[config.mk]
export PLATFORM = sky130hd
export DESIGN_NAME = slave_out_fifo
export DESIGN_NICKNAME = d
export VERILOG_FILES = /design/src/rtl/slave_out_fifo.sv
export SDC_FILE = /design/constraint.sdc
export NUM_CORES = 1
export LEC_CHECK = 0
export ABC_AREA = 1
export CAP_MARGIN = 5
export CORE_MARGIN = 8
export CORE_UTILIZATION = 59
export DETAILED_ROUTE_END_ITERATION = 7
export GPL_TIMING_DRIVEN = 0
export PLACE_DENSITY_LB_ADDON = 0.1
export SYNTH_ARGS = -nofsm -noshare
export SYNTH_HDL_FRONTEND = slang
export SYNTH_SLANG_ARGS = --single-unit
[constraint.sdc]
create_clock -name sig_clock -period 3.7 [get_ports sig_clock]
set_clock_uncertainty 0.15 [all_clocks]
set_input_delay 0.74 -clock sig_clock [delete_from_list [all_inputs] [get_ports sig_clock]]
set_output_delay 0.74 -clock sig_clock [all_outputs]
set_load 0.01 [all_outputs]
[src/rtl/slave_out_fifo.sv]
// Slave-side output FIFO: buffers result words and presents them on a valid/ready
// handshake, with optional even-parity screening and drop/overflow accounting.
module slave_out_fifo #(
   parameter int unsigned DATA_W    = 16,
   parameter int unsigned DEPTH     = 8,
   parameter int unsigned AF_THRESH = DEPTH - 2,
   parameter bit          PARITY_EN = 1'b1,
   parameter int unsigned CNT_W     = 8
) (
   input  logic                       sig_clock,
   input  logic                       sig_reset_n,
   input  logic                       sig_in_valid,
   input  logic [DATA_W-1:0]          sig_in_data,
   input  logic                       sig_in_par,
   input  logic                       sig_clr,
   output logic                       sig_out_valid,
   output logic [DATA_W-1:0]          sig_out_data,
   input  logic                       sig_out_ready,
   output logic                       sig_overflow,
   output logic                       sig_err,
   output logic                       sig_almost_full,
   output logic [$clog2(DEPTH+1)-1:0] sig_level,
   output logic [CNT_W-1:0]           sig_drop_cnt
);

   localparam int unsigned AW = $clog2(DEPTH);
   localparam int unsigned PW = AW + 1;
   localparam int unsigned LW = $clog2(DEPTH + 1);

   logic [DATA_W-1:0] mem [DEPTH];
   logic [PW-1:0]     rd_ptr, wr_ptr;
   logic [PW-1:0]     rd_ptr_nxt, wr_ptr_nxt;
   logic [LW-1:0]     level_nxt;
   logic [DATA_W-1:0] head_nxt;
   logic              full_c, pop_c, par_bad_c, good_c, push_c, ovf_c, drop_c;

   // Push/pop/drop decisions and next pointer state
   always_comb begin
      full_c     = (rd_ptr[AW-1:0] == wr_ptr[AW-1:0]) && (rd_ptr[AW] != wr_ptr[AW]);
      pop_c      = sig_out_valid && sig_out_ready;
      par_bad_c  = PARITY_EN && sig_in_valid && (^{sig_in_data, sig_in_par});
      good_c     = sig_in_valid && !par_bad_c;
      push_c     = good_c && (!full_c || pop_c);
      ovf_c      = good_c && full_c && !pop_c;
      drop_c     = par_bad_c || ovf_c;
      wr_ptr_nxt = push_c ? wr_ptr + PW'(1) : wr_ptr;
      rd_ptr_nxt = pop_c  ? rd_ptr + PW'(1) : rd_ptr;
      level_nxt  = LW'(wr_ptr_nxt - rd_ptr_nxt);
      // The incoming word becomes the head directly when it lands in the slot the head moves to
      if (push_c && (wr_ptr == rd_ptr_nxt)) begin
         head_nxt = sig_in_data;
      end else begin
         head_nxt = mem[rd_ptr_nxt[AW-1:0]];
      end
   end

   // Storage array, no reset needed: contents are qualified by the pointers
   always_ff @(posedge sig_clock) begin
      if (push_c && !sig_clr) begin
         mem[wr_ptr[AW-1:0]] <= sig_in_data;
      end
   end

   // Pointers, registered head and status
   always_ff @(posedge sig_clock or negedge sig_reset_n) begin
      if (!sig_reset_n) begin
         rd_ptr          <= '0;
         wr_ptr          <= '0;
         sig_level       <= '0;
         sig_out_valid   <= 1'b0;
         sig_out_data    <= '0;
         sig_almost_full <= 1'b0;
         sig_overflow    <= 1'b0;
         sig_err         <= 1'b0;
         sig_drop_cnt    <= '0;
      end else if (sig_clr) begin
         rd_ptr          <= '0;
         wr_ptr          <= '0;
         sig_level       <= '0;
         sig_out_valid   <= 1'b0;
         sig_out_data    <= '0;
         sig_almost_full <= 1'b0;
         sig_overflow    <= 1'b0;
         sig_err         <= 1'b0;
         sig_drop_cnt    <= '0;
      end else begin
         rd_ptr          <= rd_ptr_nxt;
         wr_ptr          <= wr_ptr_nxt;
         sig_level       <= level_nxt;
         sig_out_valid   <= (level_nxt != '0);
         sig_out_data    <= head_nxt;
         sig_almost_full <= (level_nxt >= LW'(AF_THRESH));
         sig_overflow    <= sig_overflow | ovf_c;
         sig_err         <= par_bad_c;
         if (drop_c && (sig_drop_cnt != '1)) begin
            sig_drop_cnt <= sig_drop_cnt + CNT_W'(1);
         end
      end
   end

endmodule

**Word level (Yosys, flattened, before mapping)**

Memories as Yosys holds them, arrays and structs flattened.
Index checks and enable logic that the tools add are counted.
Widths: inputs -> output; s select.

- RAM bits: 128
- Bits of input ports: 22
- Flip-flop bits (word level): 40
- Logic and storage cells: 54
- Bits in latches: 0
- Output and inout port bits: 32
- Memories kept: 1
- Memory bits (read-only): 0

Memories:

| memory | depth | bits a word | rd ports | clocked after memory_dff | wr ports | RTL line | text |
|---|---|---|---|---|---|---|---|
| mem | 8 | 16 | 1 | 0 | 1 | 30 | `logic [DATA_W-1:0] mem [DEPTH];` |

- Add/subtract/negate cells: 4
- Multiplexer cells: 15
- Eq/ne operators: 4
- Shifts and indexed selects: 0
- $lt $le $gt $ge: 1
- Bitwise operators: 1
- Multipliers: 0
- Divide/modulo/power cells: 0
- Reduce and logical (&&, ||, !) cells: 19

Operators with widths:

| cell | number |
|---|---|
| $mux 16 | 2 |
| $mux 4 | 5 |
| $reduce_xor 17->1 | 1 |
| $mux 8 | 2 |
| $logic_and 1x1->1 | 10 |
| $add 4x1->4 const B | 2 |
| $add 8x1->8 const B | 1 |
| $ne 8x8->1 const B | 1 |
| $mux 1 | 6 |
| $eq 4x4->1 | 1 |
| $ge 4x3->1 const B | 1 |
| $logic_not 1->1 | 4 |
| $reduce_bool 4->1 | 1 |
| $sub 4x4->4 | 1 |
| $eq 3x3->1 | 1 |
| $logic_or 1x1->1 | 2 |
| $reduce_bool 2->1 | 1 |
| $ne 1x1->1 | 1 |
| $or 1x1->1 | 1 |

**Longest topological paths before layout**

Gate-level depths: netlist (run 1).

- Depth in word-level cells: 10
- Depth in mapped cells: 23
- Gate-level depth less buffers: 23

**Least setup slack after synthesis (run 1)**

Ideal clock, no wire load.

- Kind: input-to-reg
- Start point: input port sig_in_data[11]
- End point: memory mem[4][0] (enable)
- Stages on the path: 11
- Required time: 3.141 ns
- Data arrival time: 2.656 ns
- Path slack: 0.485 ns
- Setup time: 0.409 ns
- Buffers on the path: 0
- Cells stage by stage: inv_1 nand2_1 nand2_1 nand2_1 nand3_1 nand3_1 nand3_1 nand2_1 nor2_1 nand2_1 nor3_1

- Word-level cells in the longest chain between the ends: 8

RTL lines:

| item | RTL line | text |
|---|---|---|
| start: declaration | 13 | `input logic [DATA_W-1:0] sig_in_data,` |
| $reduce_xor 17->1 | 41 | `par_bad_c = PARITY_EN && sig_in_valid && (^{sig_in_data, sig_in_par});` |
| $logic_and 1x1->1 | 41 |  |
| $logic_not 1->1 | 42 | `good_c = sig_in_valid && !par_bad_c;` |
| $logic_and 1x1->1 | 42 |  |
| $logic_and 1x1->1 | 43 | `push_c = good_c && (!full_c \|\| pop_c);` |
| $logic_and 1x1->1 | 59 | `if (push_c && !sig_clr) begin` |
| $mux 1 | 59 |  |
| $mux 1 (implied by the code) | 60 | `mem[wr_ptr[AW-1:0]] <= sig_in_data;` |
| end: declaration | 30 |  |

Every way passes these cells.

**Worst setup path in the final report (run 1)**

- Start point: input port sig_in_par
- End point: register sig_almost_full

- Word-level cells in the longest chain between the ends: 9

RTL lines:

| item | RTL line | text |
|---|---|---|
| start: declaration | 14 | `input logic sig_in_par,` |
| $reduce_xor 17->1 | 41 |  |
| $logic_and 1x1->1 | 41 |  |
| $logic_not 1->1 | 42 |  |
| $logic_and 1x1->1 | 42 |  |
| $logic_and 1x1->1 | 43 |  |
| $mux 4 | 46 | `wr_ptr_nxt = push_c ? wr_ptr + PW'(1) : wr_ptr;` |
| $sub 4x4->4 | 48 | `level_nxt = LW'(wr_ptr_nxt - rd_ptr_nxt);` |
| $ge 4x3->1 | 92 | `sig_almost_full <= (level_nxt >= LW'(AF_THRESH));` |
| $mux 1 | 76 | `end else if (sig_clr) begin` |
| end signal: assignment | 92 |  |
| end: declaration | 21 | `output logic sig_almost_full,` |

Every way passes these cells.
A chain may end at the register's enable or synchronous reset.

==> results of run 1 <==
## report_power, final
group / total [mW] / switching (mW) / internal [mW]
logic: 1.15 / 0.743 / 0.407
registers: 2.15 / 0.0350 / 2.12
clock network: 1.86 / 0.727 / 1.13
total: 5.16 / 1.51 / 3.66
## Yosys cell counts (all sizes together)
cell type,n,area share (%)
edfxtp,128,51
o21a,1,0.10
fa,1,0.27
a211oi,1,0.10
nand2,147,7.5
nor2,127,6.4
or2,2,0.17
a31oi,1,0.083
ha,6,1.0
inv,47,2.4
o221ai,5,0.58
nor3,8,0.87
xnor2,7,0.92
o21bai,5,0.50
xor2,10,1.2
o21ai,82,5.6
o211ai,11,1.1
o22ai,16,1.3
nand3,26,1.7
a21oi,3,0.35
clkbuf,13,0.65
nand4,13,1.2
buf,20,1.4
dfrtp,40,13
clkinv,1,0.050
## state kept, by name, indices dropped and copies added, names as in the netlist
| register | count |
|---|---|
| mem | 128 |
| sig_drop_cnt | 8 |
| sig_out_valid | 1 |
| sig_almost_full | 1 |
| sig_level | 4 |
| sig_out_data | 16 |
| sig_err | 1 |
| rd_ptr | 4 |
| wr_ptr | 4 |
| sig_overflow | 1 |
## what timing repair did
| item | 4_1_cts | 5_1_grt |
|---|---|---|
| hold endpoints to repair | 0 | 0 |
| pin swaps | 0 | 3 |
| gates resized for setup | 19 | 47 |
| endpoints found under the setup margin | 52 | 4 |
| setup buffers | 0 | 3 |
## through the flow
| step | hold WS, ns | std cells | total power, mW | setup slack [ns] |
|---|---|---|---|---|
| finish | 0.03744 | 986 | 5.161 | 0.2264 |
| global route | 0.03785 | 986 | 5.350 | -0.004642 |
| CTS | 0.03592 | 983 | 5.123 | 0.002762 |
| detailed placement | 0.3469 | 951 | 3.296 | -0.7482 |
| global placement | 0.3226 | 945 | 3.244 | -1.580 |
| floorplan | 0.2944 | 721 | 2.838 | 0.4849 |
## layer usage
layer	GRT usage, %	routed length [µm]	vias up
li1	-	-	2633
met5	0	0	-
met4	11.13	520	0
met3	4.386	1605	51
met2	40.70	9764	282
met1	30.27	7585	2772
## cell families (layout without fill, tap and decap cells)
group / Yosys count / in the layout
DFF: 168 / 168
and+or+nand+nor: 323 / 323
adders and majority gates: 7 / 7
buffers and inverters: 81 / 174
xor gates and xnor gates: 17 / 17
AOI/OAI and AO/OA: 125 / 125
## worst paths after layout
| check | startpoint | endpoint | slack (ns) | depth (start not counted) |
|---|---|---|---|---|
| worst min-delay path | sig_reset_n | sig_out_data[2] | 0.04 | 1 |
| worst max register to register | wr_ptr[0] | sig_almost_full | 0.64 | 18 |
| max in group asynchronous | sig_reset_n | sig_out_data[12] | 2.90 | 2 |
| worst max-delay path | sig_in_par | sig_almost_full | 0.23 | 23 |
| min in group sig_clock | rd_ptr[3] | rd_ptr[3] | 0.36 | 1 |
| worst min register to register | rd_ptr[3] | rd_ptr[3] | 0.36 | 1 |
## critical path: cells and delay by family
family                     cells  cell delay, ns
buffers and inverters          3            0.58
and+or+nand+nor               17            1.58
xor gates and xnor gates       1            0.22
AOI/OAI and AO/OA              1            0.16
adders and majority gates      1            0.34
## area by class of cell
| cell class | count | share of cell area [%] |
|---|---|---|
| Clock buffer | 17 | 4.722 |
| Multi-Input combinational cell | 472 | 26.86 |
| Inverter | 48 | 2.000 |
| Tap cell | 172 | 2.389 |
| Clock inverter | 15 | 2.236 |
| Buffer | 33 | 1.722 |
| Timing Repair Buffer | 61 | 6.305 |
| Sequential cell | 168 | 53.77 |
==> reports/metrics.yaml, run 1 <==
global_routing:
  antenna_found_initial: 0
  grt_overflow: 0
  grt_pass1_vias: 5599
  grt_max_degree: 34
  grt_usage_pct: 24.32
  grt_pass1_wl_um: 29890
sta:
  final.min_clock_period_ns: 3.474
  max-slew-margin-rel_pct: 36.27
  finalCritPeriodShare_pct: 93.88
  hold_violations: 0
  setup_tns_ns: 0
  max_freq_ghz: 0.2879
  setup_viol: 0
  drv_slew: 0
  worst_pin_slew_ns: 0.9529
worst_setup_path:
  crit_path_frequent_cell: "nand2_1"
  cp.required_ns: 3.86
  critPathMaxFanout: 4
  crit_path_start_kind: "input port"
  slowest_stage: "clkdlybuf4s50_1"
  critPathKind: "in -> reg"
  critPathMaxStageDelay_ns: 0.44
  endpoint_kind: "register"
  worst_ep_arrival_time_ns: 3.63
  path_cells: "clkdlybuf4s50_1, inv_1, nand2_1, nand2_1, nand2_1, nand2_1, nand2_1, nand2_2, nand3_1, nand2_2, nand2_2, nor2_4, nand2_1, nand2_1, inv_1, ha_1, nand2_1, nor2_1, a211oi_2, xor2_1, nand3_1, nand3_2, nand2_1"
logic_synthesis:
  synth_top_family_by_area: "simple AND/OR/NAND/NOR gates"
  syn_area_um2: 7500
  synth-seq-area-share_pct: 64.60
  ys_ff_latch: 168
  muxShareOfSynthArea_pct: 0
  yosys_warnings: 0
  netlist-cell-type-count: 37
  synth_cells: 721
  synth_adder_area_share_pct: 1.268
  synth-compound-area-share_pct: 9.776
  synth-xor-area-share_pct: 2.085
  avgSynthCellArea_um2: 10.40
  synth_nets: 750
  synth_simple_gate_area_share_pct: 17.82
route:
  routed_wl_um: 19480
  vias: 5738
  ant_nets: 0
  avgViaCountPerCell: 5.819
  drcViolationCount: 0
  wl_per_cell_um: 19.75
  drtIter0Drc: 628
  first_pass_iters: 5
floorplan:
  dieHeight_um: 128.7
  die-area_um2: 16580
  coreArea_um2: 12520
  ioPinCount: 54
  row_count: 41
  dieWidth_um: 128.7
  initial_utilization_pct: 59.92
placement:
  dpl_cell_area_um2: 8376
  dp_hpwl_um: 12850
  io_buffers: 52
  gp_congestion: 0.8493
worst_hold_path:
  hp-class: "in -> async"
clock_network:
  cts_tree: "built"
  clock_path_buffers: 2
  cts.clk_slew.worst_paths_ns: 0.06
  hold_buffers: 0
  cts_buffers: 17
  root_buffer: "clkbuf_16"
  clk_latency_ns: 0.43
  htreeDepth: 4
  numClockSinks: 168
cells_and_area:
  area_growth_pct: 20.14
  final_nets: 830
  layout_commonest_cell: "nand2_1"
  utilization_pct: 71.98
  antenna_cells: 0
  layout_common_cells: "nand2_1, edfxtp_1, nor2_1"
  finish.instance_area_um2: 9010
  ff_latch_area_um2: 4845
  nFillCells: 906
  multi_input_comb_area_um2: 2420
  drive_gt1_share_pct: 14.13
run:
  cap_violations: 0
power_and_ir_drop:
  vdd_drop_max_mv: 0.3813
  power_density_nw_per_um2: 572.8
  power_leakage_nw: 3.638
run_status:
  status: "completed"
Power figures use the tool's default switching activity.
==> run 2: changes to the inputs <==
--- a/config.mk
+++ b/config.mk
@@ -6,6 +6,7 @@
 export NUM_CORES = 1
 export LEC_CHECK = 0
 export ABC_AREA = 1
+export ABC_CLOCK_PERIOD_IN_PS = 3700
 export CAP_MARGIN = 5
 export CORE_MARGIN = 8
 export CORE_UTILIZATION = 59
==> results of run 2 <==
The final DEF is identical to that of run 1; final timing and power are the same.
==> run 3: changes to the inputs <==
--- a/config.mk
+++ b/config.mk
@@ -6,10 +6,10 @@
 export NUM_CORES = 1
 export LEC_CHECK = 0
 export ABC_AREA = 1
-export ABC_CLOCK_PERIOD_IN_PS = 3700
+export ABC_CLOCK_PERIOD_IN_PS = 3000
 export CAP_MARGIN = 5
 export CORE_MARGIN = 8
-export CORE_UTILIZATION = 59
+export CORE_UTILIZATION = 53
 export DETAILED_ROUTE_END_ITERATION = 7
 export GPL_TIMING_DRIVEN = 0
 export PLACE_DENSITY_LB_ADDON = 0.1
==> constraint.sdc (replaced) <==
create_clock -name sig_clock -period 3 [get_ports sig_clock]
set_clock_uncertainty 0.15 [all_clocks]
set_input_delay 0.6 -clock sig_clock [delete_from_list [all_inputs] [get_ports sig_clock]]
set_output_delay 0.6 -clock sig_clock [all_outputs]
set_load 0.01 [all_outputs]
==> run 3 against run 2 <==
Compared with the run above:
- the run now ends with negative setup slack left
- register-to-register slack worse by 0.68 ns
- sequential share of layout area is 2.1 points lower
- non-clock buffer count rose by 15
- largest cell class unchanged
==> reports/metrics.yaml, run 3 (synthesis results as in run 1) <==
run_status:
  status: "finished, violations left"
  violations: "negative setup slack"
route:
  routed_wl_um: 20610
  wl_per_cell_um: 20.42
  drtIter0Drc: 587
  ant_nets: 0
  first_pass_iters: 5
  drcViolationCount: 0
  avgViaCountPerCell: 5.722
  vias: 5774
clock_network:
  numClockSinks: 168
  cts_buffers: 17
  clk_latency_ns: 0.43
  root_buffer: "clkbuf_16"
  htreeDepth: 4
  clock_path_buffers: 2
  cts_tree: "built"
  cts.clk_slew.worst_paths_ns: 0.06
cells_and_area:
  drive_gt1_share_pct: 20.51
  final_nets: 845
  layout_commonest_cell: "edfxtp_1"
  final_cells: 1009
  utilization_pct: 67.87
  largest_reg_flops: 128
  finish.instance_area_um2: 9384
  antenna_cells: 0
  layout_common_cells: "edfxtp_1, nand2_1, nor2_1"
  area_growth_pct: 25.13
sta:
  worst_pin_slew_ns: 0.9453
  setup_viol: 3
  hold_violations: 0
  max-slew-margin-rel_pct: 36.78
  setup_tns_ns: -0.07575
  finalWorstSetupSlack_ns: -0.03629
  rsz0062_at_grt: "yes"
  max_freq_ghz: 0.3293
  drv_slew: 0
  finalCritPeriodShare_pct: 101.2
  timing.hold.ws_ns: 0.2547
  final.min_clock_period_ns: 3.036
worst_hold_path:
  hold_depth: 1
  hp-class: "in -> reg"
floorplan:
  ioPinCount: 54
  row_count: 43
  initial_utilization_pct: 54.24
  dieWidth_um: 135.0
  dieHeight_um: 135.0
  coreArea_um2: 13830
  die-area_um2: 18210
global_routing:
  grt_pass1_vias: 5615
  grt_max_degree: 34
  grt_usage_pct: 22.49
  grt_overflow: 0
  grt_pass1_wl_um: 30560
  antenna_found_initial: 0
power_and_ir_drop:
  power_leakage_nw: 3.762
  vdd_drop_max_mv: 0.7356
  power_mw: 6.456
  power_density_nw_per_um2: 688.0
run:
  cap_violations: 0
placement:
  gp_congestion: 0.8397
  dp_hpwl_um: 12950
  dpl_cell_area_um2: 8396
  placed_cells: 959
  io_buffers: 52
  place_ws_ns: -1.293
worst_setup_path:
  endpoint_kind: "register"
  critPathMaxFanout: 5
  reg2reg_depth: 18
  critPathKind: "reg -> reg"
  cp.required_ns: 3.22
  worst_ep_arrival_time_ns: 3.26
  crit_path_start_kind: "register"
## run 3: cell types whose count changed in the layout (fill, tap and decap cells not counted), moves of 5 or more
cell      change
nand3_2       +9
nand2_2       +8
inv_1        -12
buf_6         +6
clkbuf_2     -15
nand2_1      -13
nand2_4       +5
nand3_1       -9
inv_2        +11
buf_4        +21
## run 3: what timing repair did
item	in CTS	in global routing
buffers inserted	4	14
pin swaps	8	25
gates resized for setup	103	89
endpoints found under the setup margin	133	53
hold buffers	1	0
hold endpoints to repair	7	0
## run 3: final cells by class
type | instances | area, µm²
repair buffers | 77 | 753.2
clock inverters | 13 | 180.2
plain buffers | 32 | 167.7
inverters | 48 | 182.7
well taps | 180 | 225.2
fillers | 968 | 4443
clock buffers | 19 | 432.9
multi-input cells | 472 | 2596
flip-flops and latches | 168 | 4846
## run 3: final timing paths
path                           startpoint              end  slack (ns)
max                             wr_ptr[0]    sig_out_valid       -0.04
min                        sig_in_data[5]        mem[5][5]        0.25
max reg2reg                     wr_ptr[0]    sig_out_valid       -0.04
min reg2reg                     rd_ptr[3]        rd_ptr[3]        0.36
max in group asynchronous     sig_reset_n        rd_ptr[2]        1.77
min in group asynchronous     sig_reset_n  sig_out_data[1]        0.45
## run 3: worst max-delay path: stages (launching register included)
cell and delay (ns):
dfrtp_1 0.41, buf_8 0.16, xnor2_4 0.20, nand4_1 0.11, or2_1 0.27, buf_6 0.15
nand2_4 0.08, nand2_1 0.09, nand2_2 0.10, inv_2 0.05, ha_4 0.25, nand2_2 0.07
nor2_2 0.04, a211oi_2 0.21, xor2_1 0.25, inv_1 0.09, nand2_1 0.10, nand3_2 0.11
nand2_1 0.10
## run 3: routing by layer
| metal | share of wire [%] | vias to the layer above | wire (µm) | GRT usage, % |
|---|---|---|---|---|
| li1 | - | 2662 | - | - |
| met1 | 38 | 2805 | 7904 | 26.70 |
| met2 | 52 | 263 | 10730 | 39.56 |
| met3 | 7.2 | 44 | 1490 | 4.903 |
| met4 | 2.3 | 0 | 484 | 7.526 |
| met5 | 0 | - | 0 | 0 |
## run 3: power by group
| group | switching (mW) | internal [mW] | leakage (nW) |
|---|---|---|---|
| combinational | 0.959 | 0.563 | 1.79 |
| clock | 0.889 | 1.39 | 0.293 |
| sequential | 0.0457 | 2.61 | 1.68 |
